<file path="config.mk">
export PLATFORM = sky130hd
export DESIGN_NAME = simple_load_unit
export DESIGN_NICKNAME = d
export VERILOG_FILES = /design/src/rtl/simple_rs_pkg.sv /design/src/rtl/load_inflight_ctr.sv /design/src/rtl/simple_load_unit.sv
export SDC_FILE = /design/constraint.sdc
export NUM_CORES = 1
export LEC_CHECK = 0
export CAP_MARGIN = 20
export CORE_ASPECT_RATIO = 0.7
export CORE_MARGIN = 1.5
export CORE_UTILIZATION = 50
export CTS_BUF_LIST = sky130_fd_sc_hd__clkbuf_4 sky130_fd_sc_hd__clkbuf_8
export DETAILED_ROUTE_END_ITERATION = 6
export PLACE_DENSITY_LB_ADDON = 0.25
export RECOVER_POWER = 25
export SYNTH_ARGS = -nofsm -noshare
export SYNTH_HDL_FRONTEND = slang
export SYNTH_SLANG_ARGS = --single-unit
</file>
<file path="constraint.sdc">
create_clock -name clock -period 5.7 [get_ports clock]
set_input_delay 0.855 -clock clock [delete_from_list [all_inputs] [get_ports clock]]
set_output_delay 0.855 -clock clock [all_outputs]
set_load 0.01 [all_outputs]
</file>
<file path="src/rtl/simple_rs_pkg.sv">
// Shared reservation-station package.
// Holds the queue-type enum, operand and command structs and the default field
// widths used by the station and every execution unit (load, execute, store).
// Also holds the load-unit FSM state encoding.
package simple_rs_pkg;

   // Default widths for the station command fields
   localparam int RS_ADDR_W = 16;
   localparam int RS_LEN_W  = 16;
   localparam int RS_ROB_W  = 3;

   // Which execution queue a station entry is dispatched to
   typedef enum logic [1:0] {
      Q_LD = 2'd0,
      Q_EX = 2'd1,
      Q_ST = 2'd2
   } q_type_e;

   // One operand descriptor: a region of memory starting at 'start'
   typedef struct packed {
      logic                 valid;
      logic [RS_ADDR_W-1:0] start;
      logic [RS_LEN_W-1:0]  len;
   } operand_t;

   // Full command as it sits in the reservation station
   typedef struct packed {
      q_type_e             q_type;
      operand_t            opa;
      operand_t            opb;
      logic [RS_ROB_W-1:0] rob_id;
   } rs_cmd_t;

   // Load unit control states
   typedef enum logic [1:0] {
      LD_IDLE = 2'd0,
      LD_RUN  = 2'd1,
      LD_DONE = 2'd2
   } ld_state_e;

endpackage : simple_rs_pkg

</file>
<file path="src/rtl/load_inflight_ctr.sv">
// Up/down counter of outstanding memory requests with a full flag.
// Shared by the load and store units.
// Ports:
//   clock, reset (async active-low)
//   clr   : synchronous clear (takes priority over inc/dec)
//   inc   : one request issued
//   dec   : one response retired
//   full  : count has reached MAX_CNT
// Simultaneous inc and dec leave the count unchanged. Callers gate inc with
// full, so the count never passes MAX_CNT.
module load_inflight_ctr #(
   parameter int MAX_CNT = 4
) (
   input  logic clock,
   input  logic reset,
   input  logic clr,
   input  logic inc,
   input  logic dec,
   output logic full
);

   localparam int CNT_W = $clog2(MAX_CNT + 1);

   logic [CNT_W-1:0] count_r;

   // Outstanding-request count register
   always_ff @(posedge clock or negedge reset) begin
      if (!reset) begin
         count_r <= {CNT_W{1'b0}};
      end else if (clr) begin
         count_r <= {CNT_W{1'b0}};
      end else if (inc && !dec) begin
         count_r <= count_r + CNT_W'(1);
      end else if (dec && !inc) begin
         count_r <= count_r - CNT_W'(1);
      end else begin
         count_r <= count_r;
      end
   end

   assign full = (count_r == CNT_W'(MAX_CNT));

endmodule : load_inflight_ctr

</file>
<file path="src/rtl/simple_load_unit.sv">
// Load execution stage fed by the reservation station's load issue port.
// Copies opb_len words from DRAM (opb_start..) into the scratchpad (opa_start..),
// keeping up to MAX_INFLIGHT reads outstanding, then reports the robId on the
// completion port.
// Ports:
//   clock, reset (async active-low)
//   io_cmd_*       : command from the station (valid/ready, operands, robId)
//   io_mem_req_*   : DRAM read request (valid/ready, word address)
//   io_mem_resp_*  : DRAM read data, in order, no backpressure
//   io_spad_wr_*   : scratchpad write port, driven in the response cycle
//   io_done_*      : completion (valid/ready, robId)
//   io_busy        : unit is not idle
// Optional feature macro LOAD_UNIT_PERF_EN adds saturating 32-bit counters
//   io_perf_busy_cycles (cycles not idle) and io_perf_cmds (completions accepted).
module simple_load_unit
   import simple_rs_pkg::*;
#(
   parameter int ADDR_W       = RS_ADDR_W,
   parameter int LEN_W        = RS_LEN_W,
   parameter int DATA_W       = 32,
   parameter int ROB_W        = RS_ROB_W,
   parameter int MAX_INFLIGHT = 4
) (
   input  logic              clock,
   input  logic              reset,
   input  logic              io_cmd_valid,
   output logic              io_cmd_ready,
   input  logic              io_cmd_opa_valid,
   input  logic [ADDR_W-1:0] io_cmd_opa_start,
   input  logic              io_cmd_opb_valid,
   input  logic [ADDR_W-1:0] io_cmd_opb_start,
   input  logic [LEN_W-1:0]  io_cmd_opb_len,
   input  logic [ROB_W-1:0]  io_cmd_robId,
   output logic              io_mem_req_valid,
   input  logic              io_mem_req_ready,
   output logic [ADDR_W-1:0] io_mem_req_addr,
   input  logic              io_mem_resp_valid,
   input  logic [DATA_W-1:0] io_mem_resp_data,
   output logic              io_spad_wr_en,
   output logic [ADDR_W-1:0] io_spad_wr_addr,
   output logic [DATA_W-1:0] io_spad_wr_data,
   output logic              io_done_valid,
   input  logic              io_done_ready,
   output logic [ROB_W-1:0]  io_done_robId,
   output logic              io_busy
`ifdef LOAD_UNIT_PERF_EN
   ,
   output logic [31:0]       io_perf_busy_cycles,
   output logic [31:0]       io_perf_cmds
`endif
);

   // One extra bit so a length of 2^LEN_W-1 can be counted up to without wrap
   localparam int CNT_W = LEN_W + 1;

   ld_state_e         state_r;
   ld_state_e         state_nxt_s;
   logic [ADDR_W-1:0] opa_start_r;
   logic [ADDR_W-1:0] opb_start_r;
   logic [CNT_W-1:0]  len_r;
   logic [ROB_W-1:0]  rob_r;
   logic [CNT_W-1:0]  req_cnt_r;
   logic [CNT_W-1:0]  resp_cnt_r;

   logic cmd_fire_s;
   logic cmd_empty_s;
   logic req_fire_s;
   logic resp_fire_s;
   logic last_resp_s;
   logic inflight_full_s;

   assign cmd_fire_s  = io_cmd_valid && io_cmd_ready;
   // Nothing to copy: skip straight to completion without touching memory
   assign cmd_empty_s = (io_cmd_opb_len == {LEN_W{1'b0}}) || !io_cmd_opa_valid || !io_cmd_opb_valid;
   assign req_fire_s  = io_mem_req_valid && io_mem_req_ready;
   // Responses outside RUN (e.g. stragglers after a reset) are dropped
   assign resp_fire_s = (state_r == LD_RUN) && io_mem_resp_valid;
   assign last_resp_s = (resp_cnt_r == (len_r - CNT_W'(1)));

   load_inflight_ctr #(
      .MAX_CNT (MAX_INFLIGHT)
   ) u_inflight (
      .clock (clock),
      .reset (reset),
      .clr   (cmd_fire_s),
      .inc   (req_fire_s),
      .dec   (resp_fire_s),
      .full  (inflight_full_s)
   );

   // Control state register
   always_ff @(posedge clock or negedge reset) begin
      if (!reset) begin
         state_r <= LD_IDLE;
      end else begin
         state_r <= state_nxt_s;
      end
   end

   // Next-state logic
   always_comb begin
      state_nxt_s = state_r;
      case (state_r)
         LD_IDLE: begin
            if (cmd_fire_s) begin
               state_nxt_s = cmd_empty_s ? LD_DONE : LD_RUN;
            end else begin
               state_nxt_s = LD_IDLE;
            end
         end
         LD_RUN: begin
            if (resp_fire_s && last_resp_s) begin
               state_nxt_s = LD_DONE;
            end else begin
               state_nxt_s = LD_RUN;
            end
         end
         LD_DONE: begin
            if (io_done_ready) begin
               state_nxt_s = LD_IDLE;
            end else begin
               state_nxt_s = LD_DONE;
            end
         end
         default: begin
            state_nxt_s = LD_IDLE;
         end
      endcase
   end

   // Command latch and request/response progress counters
   always_ff @(posedge clock or negedge reset) begin
      if (!reset) begin
         opa_start_r <= {ADDR_W{1'b0}};
         opb_start_r <= {ADDR_W{1'b0}};
         len_r       <= {CNT_W{1'b0}};
         rob_r       <= {ROB_W{1'b0}};
         req_cnt_r   <= {CNT_W{1'b0}};
         resp_cnt_r  <= {CNT_W{1'b0}};
      end else if (cmd_fire_s) begin
         opa_start_r <= io_cmd_opa_start;
         opb_start_r <= io_cmd_opb_start;
         len_r       <= {1'b0, io_cmd_opb_len};
         rob_r       <= io_cmd_robId;
         req_cnt_r   <= {CNT_W{1'b0}};
         resp_cnt_r  <= {CNT_W{1'b0}};
      end else begin
         if (req_fire_s) begin
            req_cnt_r <= req_cnt_r + CNT_W'(1);
         end else begin
            req_cnt_r <= req_cnt_r;
         end
         if (resp_fire_s) begin
            resp_cnt_r <= resp_cnt_r + CNT_W'(1);
         end else begin
            resp_cnt_r <= resp_cnt_r;
         end
      end
   end

   // Port decode; the scratchpad write is combinational so data lands in the response cycle
   always_comb begin
      io_cmd_ready     = (state_r == LD_IDLE);
      io_mem_req_valid = (state_r == LD_RUN) && (req_cnt_r < len_r) && !inflight_full_s;
      // Addresses wrap modulo 2^ADDR_W
      io_mem_req_addr  = opb_start_r + ADDR_W'(req_cnt_r);
      io_spad_wr_en    = resp_fire_s;
      io_spad_wr_addr  = opa_start_r + ADDR_W'(resp_cnt_r);
      io_spad_wr_data  = io_mem_resp_data;
      io_done_valid    = (state_r == LD_DONE);
      io_done_robId    = rob_r;
      io_busy          = (state_r != LD_IDLE);
   end

`ifdef LOAD_UNIT_PERF_EN
   logic [31:0] perf_busy_r;
   logic [31:0] perf_cmds_r;

   // Saturating busy-cycle and completion counters
   always_ff @(posedge clock or negedge reset) begin
      if (!reset) begin
         perf_busy_r <= 32'd0;
         perf_cmds_r <= 32'd0;
      end else begin
         if ((state_r != LD_IDLE) && (perf_busy_r != 32'hFFFF_FFFF)) begin
            perf_busy_r <= perf_busy_r + 32'd1;
         end else begin
            perf_busy_r <= perf_busy_r;
         end
         if (io_done_valid && io_done_ready && (perf_cmds_r != 32'hFFFF_FFFF)) begin
            perf_cmds_r <= perf_cmds_r + 32'd1;
         end else begin
            perf_cmds_r <= perf_cmds_r;
         end
      end
   end

   assign io_perf_busy_cycles = perf_busy_r;
   assign io_perf_cmds        = perf_cmds_r;
`endif

endmodule : simple_load_unit

</file>
==> metrics.md <==
| Metric | Value |
|---|---|
| Largest net degree at the start of global routing | 104 |
| Max VDD drop | 0.210 mV |
| Clock sink count | 90 |
| Max Freq | 0.217 GHz |
| Number of flops mapped to enable cells by yosys | 0 |
| Initial DRC count | 523 |
| Final worst slack | 1.09 ns |
| Setup Skew | 0.00927 ns |
| RSZ-0062 raised after global routing | no |
| Crit-path cells | ha_1, inv_1, fa_1, nor2b_1, o31ai_1, a221o_1, o21ai_0, o31ai_1, o311ai_0, clkdlybuf4s50_1 |
| Yosys cell types | 66 |
| TritonCTS clock tree | done |
| Net Switching | 595 uW |
| Power density over the cells | 246 mW/mm2 |
| Highest metal used | met4 |
| Pint | 1250 uW |
| Row Count | 34 |
| CP max stage delay | 0.61 ns |
| Type of origin of the critical path | register |
| Remaining DRCs | 0 |
| DR WL met2 | 6580 um |
| Hold_buf cts | 0 |
| Ant diodes | 0 |
| Setup WS pre-CTS | 1.57 ns |
| Slew @ Worst Pin | 1.90 ns |
| Wire per inst | 15.9 um |
| Final Hold Fails | 0 |
| Vias | 5,531 |
| Filler instances | 1,074 |
| Root Buffer | clkbuf_8 |
| Number of global-route vias before repair | 5,342 |
| Antenna Nets Post-Route | 0 |
| LEAKAGE | 0.00355 uW |
| Metal3 WL | 1230 um |
| Initial antenna violation count | 0 |
| Data arrival, critical path | 3.76 ns |
| Core box area | 0.0125 mm2 |
| Clk pwr share | 0.251 |
| Layout cell share with drive strength beyond 1 | 0.0400 |
| Async SR Flop Fraction | 1.00 |
| Ys Warns | 0 |
| Synth cell count leaders | nand2_1 (154), dfrtp_1 (90), nor2_1 (51), ha_1 (48), o21ai_0 (43) |
| Top-count cell post-synth | nand2_1 |
| Critical Path End Type | primary output |
| Synth top area share | 0.350 |
| Max-cap violations | 1 |
| Worst EP required | 4.85 ns |
| Post-synthesis sequential area ratio | 0.350 |
| Mapped Area | 0.00643 mm2 |
| Post-CTS setup buffers | 0 |
| Vias/cell | 5.61 |
| Synth-to-Final Area Change | 16.7% |
| Wl on met1 | 7660 um |
| Count of input and output buffers | 98 |
| CTS HTree Levels | 3 |
| Area leader, netlist | dfrtp_1 |
| Net Sw Frac | 0.323 |
| Final Critical Period | 4.61 ns |
| WL final | 15,700 um |
| Comb pwr share | 0.331 |
| Clock Latency Late Sink | 0.37 ns |
| Setup-failing EPs final | 0 |
| Slew headroom | -0.269 |
| Status | finished with violations |
| Max FO, Critical Path | 7 |
| Grt ovf | 0 |
| TritonCTS buffer count | 9 |
| CTS-repair resized insts | 0 |
| Die Footprint | 0.0136 mm2 |
| Max-slew violations | 78 |
| Register bit total from synthesis | 90 |
| First-pass GRT wire length | 26,500 um |
| Slowest cell on the critical path | clkdlybuf4s50_1 |
| Worst-case clock buffer depth | 2 |
| Syn avg cell area | 8.41 um2 |
| GPL Wtd Cong | 0.848 |
| Worst path bufs/invs | 2 |
| Failing checks | capacitance limit, slew limit |
| Chip Height | 97.9 um |
| Clock transition at the registers of the reported paths | 0.09 ns |
| Ys flop type | dfrtp_1 |
| Worst Path Class, Setup | reg2out |
| Synth top area cells | dfrtp_1 (35%), ha_1 (9.3%), nand2_1 (9.0%) |
| Drt pass-1 iters | 5 |
| Post-Syn Nets | 906 |
| Layout Nets | 962 |
| Worst hold path type | reg2reg |
| Sequential share of power | 0.418 |
| DP Wirelength | 11,500 um |
| Die width | 139 um |
| Final period util | 0.809 |
| Top cell by count, worst path | o31ai_1 |
| Initial Utilization | 0.516 |
| Synthesized instance count | 764 |
| I/O pin count | 163 |
| Crit-path leading delay family | compound AO/OA/AOI/OAI gates |
| Setup TNS | 0 ns |
| Total global-route track usage | 0.238 |
## placed cells by master, fill, tap and decap left out, drive strengths merged, types with 4 or more instances in the layout
cell type and count:
a21o 10, a21oi 37, a31oi 4, and3 4, clkbuf 15, clkdlybuf4s50 97, dfrtp 90, ha 48
inv 40, mux2i 4, nand2 154, nand2b 8, nand3 27, nand4 13, nor2 51, nor2b 6
nor3 14, nor4 14, o211ai 4, o21a 7, o21ai 45, o31ai 6, or3 9, or4 4
xnor2 33, xor2 29
## metrics by stage
| step | instance area (um2) | hold WS, ns | utilization | cells | total power [uW] |
|---|---|---|---|---|---|
| after global placement | 7300 | 0.456 | 0.585 | 971 | 1370 |
| after detailed placement | 7300 | 0.471 | 0.585 | 971 | 1390 |
| after floorplan | 6430 | 0.452 | - | 764 | 1150 |
| final | 7500 | 0.485 | 0.601 | 986 | 1840 |
| after CTS | 7500 | 0.316 | 0.602 | 986 | 1860 |
| after global routing | 7500 | 0.521 | 0.601 | 986 | 1950 |
## cell families (layout without fill, tap and decap cells)
| logic type | after synthesis | in the layout | synth area share |
|---|---|---|---|
| flip-flops | 90 | 90 | 0.350 |
| buffers and inverters | 95 | 155 | 0.0746 |
| multiplexers | 4 | 4 | 0.00623 |
| AO/OA/AOI/OAI | 144 | 144 | 0.148 |
| AND/OR/NAND/NOR | 317 | 317 | 0.230 |
| XOR/XNOR | 63 | 63 | 0.0880 |
| adder cells (fa/ha/maj) | 51 | 51 | 0.103 |
## path summary, 6_finish.rpt
kind	start	end	slack, ns	depth (start not counted)
setup / recovery	req_cnt_r[0]	io_mem_req_addr[14]	1.09	10
hold / removal	io_done_robId[2]	io_done_robId[2]	0.48	2
setup reg to reg	len_r[7]	u_inflight.count_r[2]	2.58	13
hold reg to reg	io_done_robId[2]	io_done_robId[2]	0.48	2
max in group asynchronous	reset	len_r[13]	2.82	2
min in group asynchronous	reset	opa_start_r[4]	0.54	1
## registers in the layout (all words and copies together) (netlist names)
| register | count |
|---|---|
| req_cnt_r | 17 |
| resp_cnt_r | 17 |
| len_r | 16 |
| opa_start_r | 16 |
| opb_start_r | 16 |
| io_done_robId | 3 |
| u_inflight.count_r | 3 |
| state_r | 2 |
## worst register-to-register path, stage by stage, from the launching register on
cell,delay (ns)
dfrtp_1,0.46
inv_1,0.11
ha_1,0.33
a21o_1,0.19
a21oi_1,0.26
nand2_1,0.13
o21a_1,0.24
or4_4,0.44
inv_1,0.08
fa_1,0.18
nor2_1,0.05
and4_1,0.25
nor3_1,0.18
nor3b_1,0.07
## layout make-up
cell class	count	area, um2	area share
Multi-Input combinational cell	579	3700	0.493
Sequential cell	90	2250	0.300
Timing Repair Buffer	100	987	0.132
Tap cell	162	203	0.0270
Clock buffer	13	173	0.0230
Inverter	40	150	0.0200
Clock inverter	2	35.0	0.00467
## power groups by stage
stage               Clock, uW  Sequential [uW]  Combinational [uW]
floorplan                   0              755                 398
global placement            0              777                 590
detailed placement          0              781                 606
CTS                       473              770                 613
global route              496              781                 674
finish                    462              771                 610
## per-layer routing
metal / vias to the layer above / global-route usage
met3: 37 / 0.0593
li1: 2719 / -
met2: 173 / 0.346
met4: 0 / 0.0518
met5: - / 0
met1: 2602 / 0.357
Power figures use the tool's default switching activity.
